$ cat config.mk
export PLATFORM = sky130hd
export DESIGN_NAME = mem_port_arbiter
export DESIGN_NICKNAME = d
export VERILOG_FILES = /design/src/rtl/mem_port_arbiter.sv
export SDC_FILE = /design/constraint.sdc
export NUM_CORES = 1
export LEC_CHECK = 0
export CORE_AREA = 10 10 106 108
export DETAILED_ROUTE_END_ITERATION = 10
export DIE_AREA = 0 0 116 118
export PLACE_DENSITY = 0.89
export SLEW_MARGIN = 30
export SYNTH_ARGS = -nofsm -noshare
export SYNTH_HDL_FRONTEND = slang
export SYNTH_SLANG_ARGS = --single-unit
$ cat constraint.sdc
create_clock -name clk_sys_i -period 3.4 [get_ports clk_sys_i]
set_input_delay 1.02 -clock clk_sys_i [delete_from_list [all_inputs] [get_ports clk_sys_i]]
set_output_delay 1.02 -clock clk_sys_i [all_outputs]
set_load 0.02 [all_outputs]
$ cat src/rtl/mem_port_arbiter.sv
// Two-requester arbiter for one single-ported memory; optional round-robin under `MEM_PORT_ARB_RR_EN.
// Grant latency 0 cycles (combinational from request), response latency 1 cycle after grant.
// Losing requester holds req until granted; fixed priority lets data starve fetch, round-robin bounds it to 1 cycle.
module mem_port_arbiter #(
    parameter int AddrWidth     = 32,
    parameter int DataWidth     = 32,
    parameter int StallCntWidth = 16
) (
    input  logic                     clk_sys_i,
    input  logic                     rst_sys_ni,

    input  logic                     instr_req_i,
    input  logic [AddrWidth-1:0]     instr_addr_i,
    output logic                     instr_gnt_o,
    output logic                     instr_rvalid_o,
    output logic [DataWidth-1:0]     instr_rdata_o,

    input  logic                     data_req_i,
    input  logic                     data_we_i,
    input  logic [DataWidth/8-1:0]   data_be_i,
    input  logic [AddrWidth-1:0]     data_addr_i,
    input  logic [DataWidth-1:0]     data_wdata_i,
    output logic                     data_gnt_o,
    output logic                     data_rvalid_o,
    output logic [DataWidth-1:0]     data_rdata_o,

    output logic                     mem_req_o,
    output logic                     mem_we_o,
    output logic [DataWidth/8-1:0]   mem_be_o,
    output logic [AddrWidth-1:0]     mem_addr_o,
    output logic [DataWidth-1:0]     mem_wdata_o,
    input  logic [DataWidth-1:0]     mem_rdata_i,

    input  logic                     stall_clr_i,
    output logic [StallCntWidth-1:0] instr_stall_cnt_o
);

    typedef enum logic {
        SEL_INSTR = 1'b0,
        SEL_DATA  = 1'b1
    } sel_e;

    sel_e                     r_last_winner;
    sel_e                     r_resp_sel;
    logic                     r_resp_vld;
    logic [StallCntWidth-1:0] r_stall_cnt;

    logic w_data_pri;
    logic w_instr_win;
    logic w_data_win;
    logic w_any_win;
    logic w_instr_stall;
    logic w_instr_rsp;
    logic w_data_rsp;

    // Which side wins when both request in the same cycle.
`ifdef MEM_PORT_ARB_RR_EN
    assign w_data_pri = (r_last_winner == SEL_INSTR);
`else
    logic w_unused_last_winner;
    assign w_unused_last_winner = r_last_winner;
    assign w_data_pri           = 1'b1;
`endif

    assign w_instr_win = instr_req_i & (~data_req_i | ~w_data_pri);
    assign w_data_win  = data_req_i  & (~instr_req_i | w_data_pri);
    assign w_any_win   = w_instr_win | w_data_win;

    assign instr_gnt_o = w_instr_win;
    assign data_gnt_o  = w_data_win;
    assign mem_req_o   = w_any_win;

    always_comb begin
        mem_we_o    = 1'b0;
        mem_be_o    = '0;
        mem_addr_o  = instr_addr_i;
        mem_wdata_o = '0;
        if (w_instr_win) begin
            mem_be_o = '1;
        end else if (w_data_win) begin
            mem_we_o    = data_we_i;
            mem_be_o    = data_be_i;
            mem_addr_o  = data_addr_i;
            mem_wdata_o = data_wdata_i;
        end
    end

    // Remember who was granted so next cycle's memory data goes back to them.
    always_ff @(posedge clk_sys_i or negedge rst_sys_ni) begin
        if (!rst_sys_ni) begin
            r_resp_vld    <= 1'b0;
            r_resp_sel    <= SEL_INSTR;
            r_last_winner <= SEL_INSTR;
        end else begin
            r_resp_vld <= w_any_win;
            if (w_any_win) begin
                r_resp_sel    <= w_data_win ? SEL_DATA : SEL_INSTR;
                r_last_winner <= w_data_win ? SEL_DATA : SEL_INSTR;
            end
        end
    end

    assign w_instr_rsp    = r_resp_vld & (r_resp_sel == SEL_INSTR);
    assign w_data_rsp     = r_resp_vld & (r_resp_sel == SEL_DATA);
    assign instr_rvalid_o = w_instr_rsp;
    assign data_rvalid_o  = w_data_rsp;
    assign instr_rdata_o  = w_instr_rsp ? mem_rdata_i : '0;
    assign data_rdata_o   = w_data_rsp  ? mem_rdata_i : '0;

    // Saturating stall counter; clear takes precedence over a concurrent stall.
    assign w_instr_stall = instr_req_i & ~w_instr_win;

    always_ff @(posedge clk_sys_i or negedge rst_sys_ni) begin
        if (!rst_sys_ni) begin
            r_stall_cnt <= '0;
        end else if (stall_clr_i) begin
            r_stall_cnt <= '0;
        end else if (w_instr_stall && !(&r_stall_cnt)) begin
            r_stall_cnt <= r_stall_cnt + StallCntWidth'(1);
        end
    end

    assign instr_stall_cnt_o = r_stall_cnt;

endmodule

==> results.md, run 1 <==
- Max-cap viol count: 0
- Nets: about 680
- Max H-tree Level: 1
- Core Area: 9110 sq um
- Switching share of power: 0.348
- Synth Warn #: 0
- CTS tree: done
- # rows: 35
- Max incr delay on CP: 0.62 ns
- Filler Cell Count: 791
- Final Cycle Share: 0.991
- Adder-cell share of the synthesized area: 0.00612
- Slew HR: 0.583
- Clock share of power: 0.165
- Later-pin clock latency in the skew report: 0.25 ns
- Final hold vios: 0
- Die H: approximately 120 um
- Clock Sinks: 18
- Slew @ Worst Pin: just over 0.6 ns
- Status: completed
- Crit-path cells: clkdlybuf4s50_1, and2_1, clkdlybuf4s50_1
- Gp weighted congestion: 0.948
- First-pass GRT wire length: 21.0 mm
- Net Count, Synth: 393
- Pint: 0.698 mW
- Largest family of logic cells by synthesized area: simple AND/OR/NAND/NOR gates
- Cell variety after synth: 34
- Area grow syn2layout: 151%
- Worst vdd ir: around 150 uV
- Total power draw: 1.07 mW
- Ratio of cells with drive above 1 in the final layout: 0.101
- Sequential power share: 0.205
- Die area: 13700 sq um
- PnR worst setup slack: 0.0289 ns
- Largest net degree at the start of global routing: 35
- Avg WL per Cell: 23.2 um
- Post-place instance area: a little over 5000 sq um
- Mapped Area: 2040 sq um
- Most frequent cells after synthesis: and2_1 (67), and3_1 (34), mux2_2 (33)
- Startpoint types: input port
- Vias in the first global route: roughly 3200
- Final WL: 15.0 mm
- Gr usage total: 0.202
- IO Pins: 292
- Worst Path Max Fanout: 1
- Post-synth EDFFs: 0
- # setup viols final: 0
- Simple-gate area share of the yosys netlist: 0.439
- Fin crit period: 3.37 ns
- Hold Path Class: flip-flop to flip-flop
- Routed Antenna Nets: 0
- Cts hold-fix bufs: 0
- DRT Pass-1 Iters: 4
- Placed cells: 642
- Synth top area cells: dfrtp_1 (22%), and2_1 (21%), mux2_2 (18%)
- Post-Layout Cell Count: 646
- Die X: 116 um
- Dpl hpwl: 13.1 mm
- DRC errors left: 0
- Critical Path AT: 2.35 ns
- Sw Pwr: between 0.3 and 0.4 mW
- Seq/Total Area, Yosys: 0.220
- Initial Util: 0.224
- Final Cell Area: 5130 sq um
- Initial drt markers: 182
- Top FF cell, synth: dfrtp_1
- Synth Area in XOR/XNOR: 0.00428
- CTS root buf: clkbuf_8
- Async set-reset flop share out of synthesis: 1.00
- Post-Synthesis Cells: around 250
- # port buffers: 291
- Skew final: 0.00128 ns
- Fin. max-slew vios: 0
- Most frequent cell after synthesis: and2_1
- Critical Path Sink Type: output pin
- Grt total ovfl: 0
- CP max-delay cell: clkdlybuf4s50_1
- Pre-CTS setup slack: 0.0235 ns
- Post-synthesis mux area share: 0.187
- Vias/cell: 4.66
- Pwr per Cell Area: 209 nW/um^2
- Static leakage: approximately 2.1 nW
- CP required: approximately 2.4 ns
- Max Clock Freq: about 300 MHz
- Clock buffer count from CTS: 3
- Most common cell on crit path: clkdlybuf4s50_1
- Clock transition at the registers of the reported paths: 0.07 ns
- Vias post-DR: 3011
- Share of Yosys cell area claimed by the top area cell type: 0.220
- Max clock buf depth: 2
- Combinational share of power: 0.630
- Antenna Cells: 0
- Compound-cell area share of the yosys netlist: 0.0838
- Initial antenna violation count: 0
- Setup CP Type: input port to output pin
- #FFs+latches synth: 18
- Synth area leader: dfrtp_1
- Syn avg cell area: 8.05 sq um
==> final cells by class <==
type,instances,area [sq um],area share
Clock buffer,4,55.1,0.0107
Inverter,3,11.3,0.00220
Multi-Input combinational cell,211,1470,0.287
Sequential cell,18,450,0.0878
Tap cell,111,139,0.0271
Timing Repair Buffer,299,3000,0.585
==> metal layers <==
layer,vias to the layer above,GRT usage,routed length [um]
met1,1357,0.199,5240
met4,0,0.0548,345
li1,1442,-,-
met5,-,0,0
met3,23,0.138,2460
met2,189,0.335,6950
==> worst max-delay path: cells and delay by family <==
kind,cells,cell delay [ns]
and+or+nand+nor,1,0.16
buffers and inverters,2,1.17
==> worst paths after layout <==
kind,slack [ns],cells past startpoint,to,start
worst max register to register,1.34,5,instr_stall_cnt_o[15],instr_stall_cnt_o[0]
min in group asynchronous,0.69,1,instr_stall_cnt_o[11],rst_sys_ni
max in group asynchronous,2.41,1,instr_stall_cnt_o[15],rst_sys_ni
worst max-delay path,0.03,3,mem_wdata_o[6],data_wdata_i[6]
worst min register to register,0.58,2,instr_stall_cnt_o[11],instr_stall_cnt_o[11]
worst min-delay path,0.58,2,instr_stall_cnt_o[11],instr_stall_cnt_o[11]
==> power by group through the flow <==
| stage | combinational [mW] | clock, mW | sequential (mW) |
|---|---|---|---|
| final | 0.675 | 0.177 | 0.219 |
| after global routing | 0.712 | 0.193 | 0.220 |
| after CTS | 0.681 | 0.178 | 0.219 |
| after detailed placement | 0.677 | 0 | 0.224 |
| after global placement | 0.669 | 0 | 0.223 |
| after floorplan | 0.261 | 0 | 0.226 |
==> registers in the layout, summed over array words and instances, names as in the netlist <==
| register | cells |
|---|---|
| instr_stall_cnt_o | 16 |
| r_resp_sel | 1 |
| r_resp_vld | 1 |
==> through the flow <==
stage | util | hold slack, ns | TNS [ns]
2_1_floorplan | - | 0.644 | 0
3_3_place_gp | 0.556 | 0.551 | 0
3_5_place_dp | 0.556 | 0.578 | 0
4_1_cts | 0.562 | 0.584 | 0
5_1_grt | 0.563 | 0.613 | -0.00524
6_report | 0.563 | 0.584 | 0
==> placed cells by master, fill, tap and decap left out, types with 4 or more instances in the layout <==
master / count
mux2_2: 33
o31ai_1: 5
a21oi_1: 13
buf_4: 6
dlymetal6s2s_1: 5
or3_1: 6
dfrtp_1: 18
and2_1: 67
clkdlybuf4s50_1: 284
and3_1: 34
o21ai_0: 8
clkbuf_8: 4
or4_1: 5
nand2_1: 16
==> repair_timing <==
action	CTS	global route
hold endpoints to repair	0	0
resized for setup	0	5
setup endpoints to repair	0	5
setup buffers	0	0
==> cells by family (layout without fill, tap and decap cells) <==
family,after synthesis,in the layout
and+or+nand+nor,147,147
AOI/OAI and AO/OA,28,28
xor gates and xnor gates,1,1
adders and majority gates,1,1
buffers and inverters,25,306
DFF,18,18
muxes,34,34
Note: power is estimated with default switching activity, not from simulation.
==> run 2, diff against run 1 <==
CORE_AREA = not set   (was 10 10 106 108)
CORE_MARGIN = 10   (was not set)
CORE_UTILIZATION = 24   (was not set)
DIE_AREA = not set   (was 0 0 116 118)
PLACE_DENSITY = 0.93   (was 0.89)
clock period = 3.5 ns   (was 3.4 ns; I/O delays follow)
==> run 2 against run 1 <==
Sequential share of layout area is 0.052 points higher. Design area down 0.59%. Via count increased by 0.56%. Worst hold slack lost 0.017 ns.
==> results.md, run 2 (synthesized netlist as in run 1, its figures left out) <==
- Status: completed
- Cts hold-fix bufs: 0 (unchanged)
- Fin. max-slew vios: 0 (unchanged)
- Critical Path AT: 2.38 ns (+0.03 ns)
- Routed Antenna Nets: 0 (unchanged)
- Initial antenna violation count: 0 (unchanged)
- Max incr delay on CP: 0.57 ns (-0.05 ns)
- WHS Path Cells: 2 (unchanged)
- Vias/cell: 4.72 (+1.3%)
- # setup viols final: 0 (unchanged)
- Final Cycle Share: 0.980
- Avg WL per Cell: 21.3 um (-8.3%)
- Static leakage: 2.06 nW (-2.2%)
- Setup CP Type: input port to output pin
- Ratio of cells with drive above 1 in the final layout: 0.103 (+0.00168)
- Gr usage total: 0.200 (-0.00170)
- Filler Cell Count: 696 (-12%)
- CTS root buf: clkbuf_8
- Clock transition at the registers of the reported paths: 0.07 ns (about the same)
- Max-cap viol count: 0 (unchanged)
- Initial Util: 0.248 (+0.0231)
- Grt total ovfl: 0 (unchanged)
- Slew @ Worst Pin: 0.826 ns (+0.202 ns)
- Worst Path Max Fanout: 13 (+12)
- Pwr per Cell Area: 203 nW/um^2 (-2.9%)
- Hold Path Class: flip-flop to flip-flop
- Slew HR: 0.448 (-0.135)
- # rows: 33 (-5.7%)
- Critical Path Sink Type: output pin
- Clock buffer count from CTS: 3 (unchanged)
- Sequential power share: 0.206 (about the same)
- Die H: 112 um (-4.8%)
- Pint: 0.675 mW (-3.3%)
- Sw Pwr: 0.359 mW (-3.8%)
- Final hold vios: 0 (unchanged)
- Clock share of power: 0.171 (+0.006)
- Dpl hpwl: 12.1 mm (-8.0%)
- Crit-path cells: buf_2, buf_4, mux2_2, clkdlybuf4s50_1
- IO Pins: 292 (unchanged)
- Area of the multi-input gates: 1470 sq um (unchanged)
- Switching share of power: 0.347 (-0.00117)
- Nets: 676 (+0.15%)
- CP required: 2.45 ns (+0.07 ns)
- R2R cell count: 5 (unchanged)
- Max Clock Freq: 291 MHz
- CP max-delay cell: clkdlybuf4s50_1
- CP Depth: 4 (+1)
- Area grow syn2layout: 149%
- Crit path buffers/inverters: 3 (+1)
- Die area: 12600 sq um (-7.9%)
- Commonest non-fill, non-tap cells in the layout: clkdlybuf4s50_1 (283), and2_1 (67), and3_1 (34)
- Gp weighted congestion: 0.893 (-5.9%)
- RSZ-0062 raised after global routing: false
- DRT Pass-1 Iters: 4 (unchanged)
- Max clock buf depth: 2 (unchanged)
- Core Area: 8260 sq um (-9.3%)
- Clock Sinks: 18 (unchanged)
- Vias post-DR: 3028 (+0.56%)
- Startpoint types: input port
- Worst vdd ir: 121 uV (-22%)
- Skew final: 0.000815 ns (-0.000468 ns)
- Combinational share of power: 0.623 (-0.007)
- Top delay family on crit path: buffers and inverters
- Setup TNS Final: 0 ns (unchanged)
- DRC errors left: 0 (unchanged)
- Fin crit period: 3.43 ns
- Max H-tree Level: 1 (unchanged)
- CTS tree: done
- Largest register FFs: 16 (unchanged)
- Register area: 450 sq um (unchanged)
- # port buffers: 291 (unchanged)
- Antenna Cells: 0 (unchanged)
- Final WL: 13.6 mm (-9.0%)
- Largest net degree at the start of global routing: 37 (+5.7%)
- Most common cell after layout, fill and taps aside: clkdlybuf4s50_1
- Vias in the first global route: 3289 (+2.5%)
- Post-Route Utilization: 0.617 (+0.0544)
- Later-pin clock latency in the skew report: 0.26 ns (about the same)
- Die X: 112 um (-3.2%)
- First-pass GRT wire length: 20.3 mm (-3.6%)
- Initial drt markers: 160 (-12%)
[run 2: what timing repair did]
action / 4_1_cts / 5_1_grt
setup endpoints to repair: 6 / 0
gates resized for setup: 6 / 0
setup buffers: 0 / 0
[run 2: power by group through the flow]
| stage | clock, mW | combinational [mW] | sequential [mW] |
|---|---|---|---|
| 2_1_floorplan | 0 | 0.254 | 0.220 |
| 3_3_place_gp | 0 | 0.639 | 0.217 |
| 3_5_place_dp | 0 | 0.651 | 0.217 |
| 4_1_cts | 0.177 | 0.650 | 0.213 |
| 5_1_grt | 0.184 | 0.680 | 0.213 |
| 6_report | 0.177 | 0.644 | 0.213 |
[run 2: through the flow]
| stage | std cells | area [sq um] | power (mW) | hold slack, ns | setup WS (ns) |
|---|---|---|---|---|---|
| after floorplan | 254 | 2040 | 0.473 | 0.644 | 0.498 |
| after global placement | 637 | 5050 | 0.856 | 0.550 | -0.0420 |
| after detailed placement | 637 | 5050 | 0.868 | 0.559 | -0.0425 |
| after CTS | 641 | 5100 | 1.04 | 0.569 | 0.0577 |
| after global routing | 641 | 5100 | 1.08 | 0.597 | 0.0335 |
| final | 641 | 5100 | 1.03 | 0.567 | 0.0685 |
[run 2: cell type report]
class | instances | area share
timing repair buffer | 300 | 0.584
multi-input combinational | 211 | 0.289
sequential | 18 | 0.0883
tap | 105 | 0.0258
clock buffer | 4 | 0.0108
inverter | 3 | 0.00221
[run 2: final timing paths]
kind                                       startpoint                     to  slack [ns]
worst max-delay path                       data_req_i         mem_addr_o[12]        0.07
worst min-delay path            instr_stall_cnt_o[11]  instr_stall_cnt_o[11]        0.57
worst max register to register   instr_stall_cnt_o[0]  instr_stall_cnt_o[15]        1.46
worst min register to register  instr_stall_cnt_o[11]  instr_stall_cnt_o[11]        0.57
max in group asynchronous                  rst_sys_ni             r_resp_vld        1.73
min in group asynchronous                  rst_sys_ni   instr_stall_cnt_o[9]        1.26
[run 2: worst register-to-register path: stages (launching register included)]
cell     delay, ns
dfrtp_1       0.43
ha_1          0.24
and4_1        0.27
a41o_4        0.32
nor4_1        0.31
mux2_2        0.36
[run 2: routing by layer]
metal / track usage / part of all wire / vias up
met5: 0 / 0 / -
met4: 0.0626 / 0.027 / 0
li1: - / - / 1443
met1: 0.199 / 0.35 / 1376
met2: 0.368 / 0.51 / 184
met3: 0.0841 / 0.11 / 25
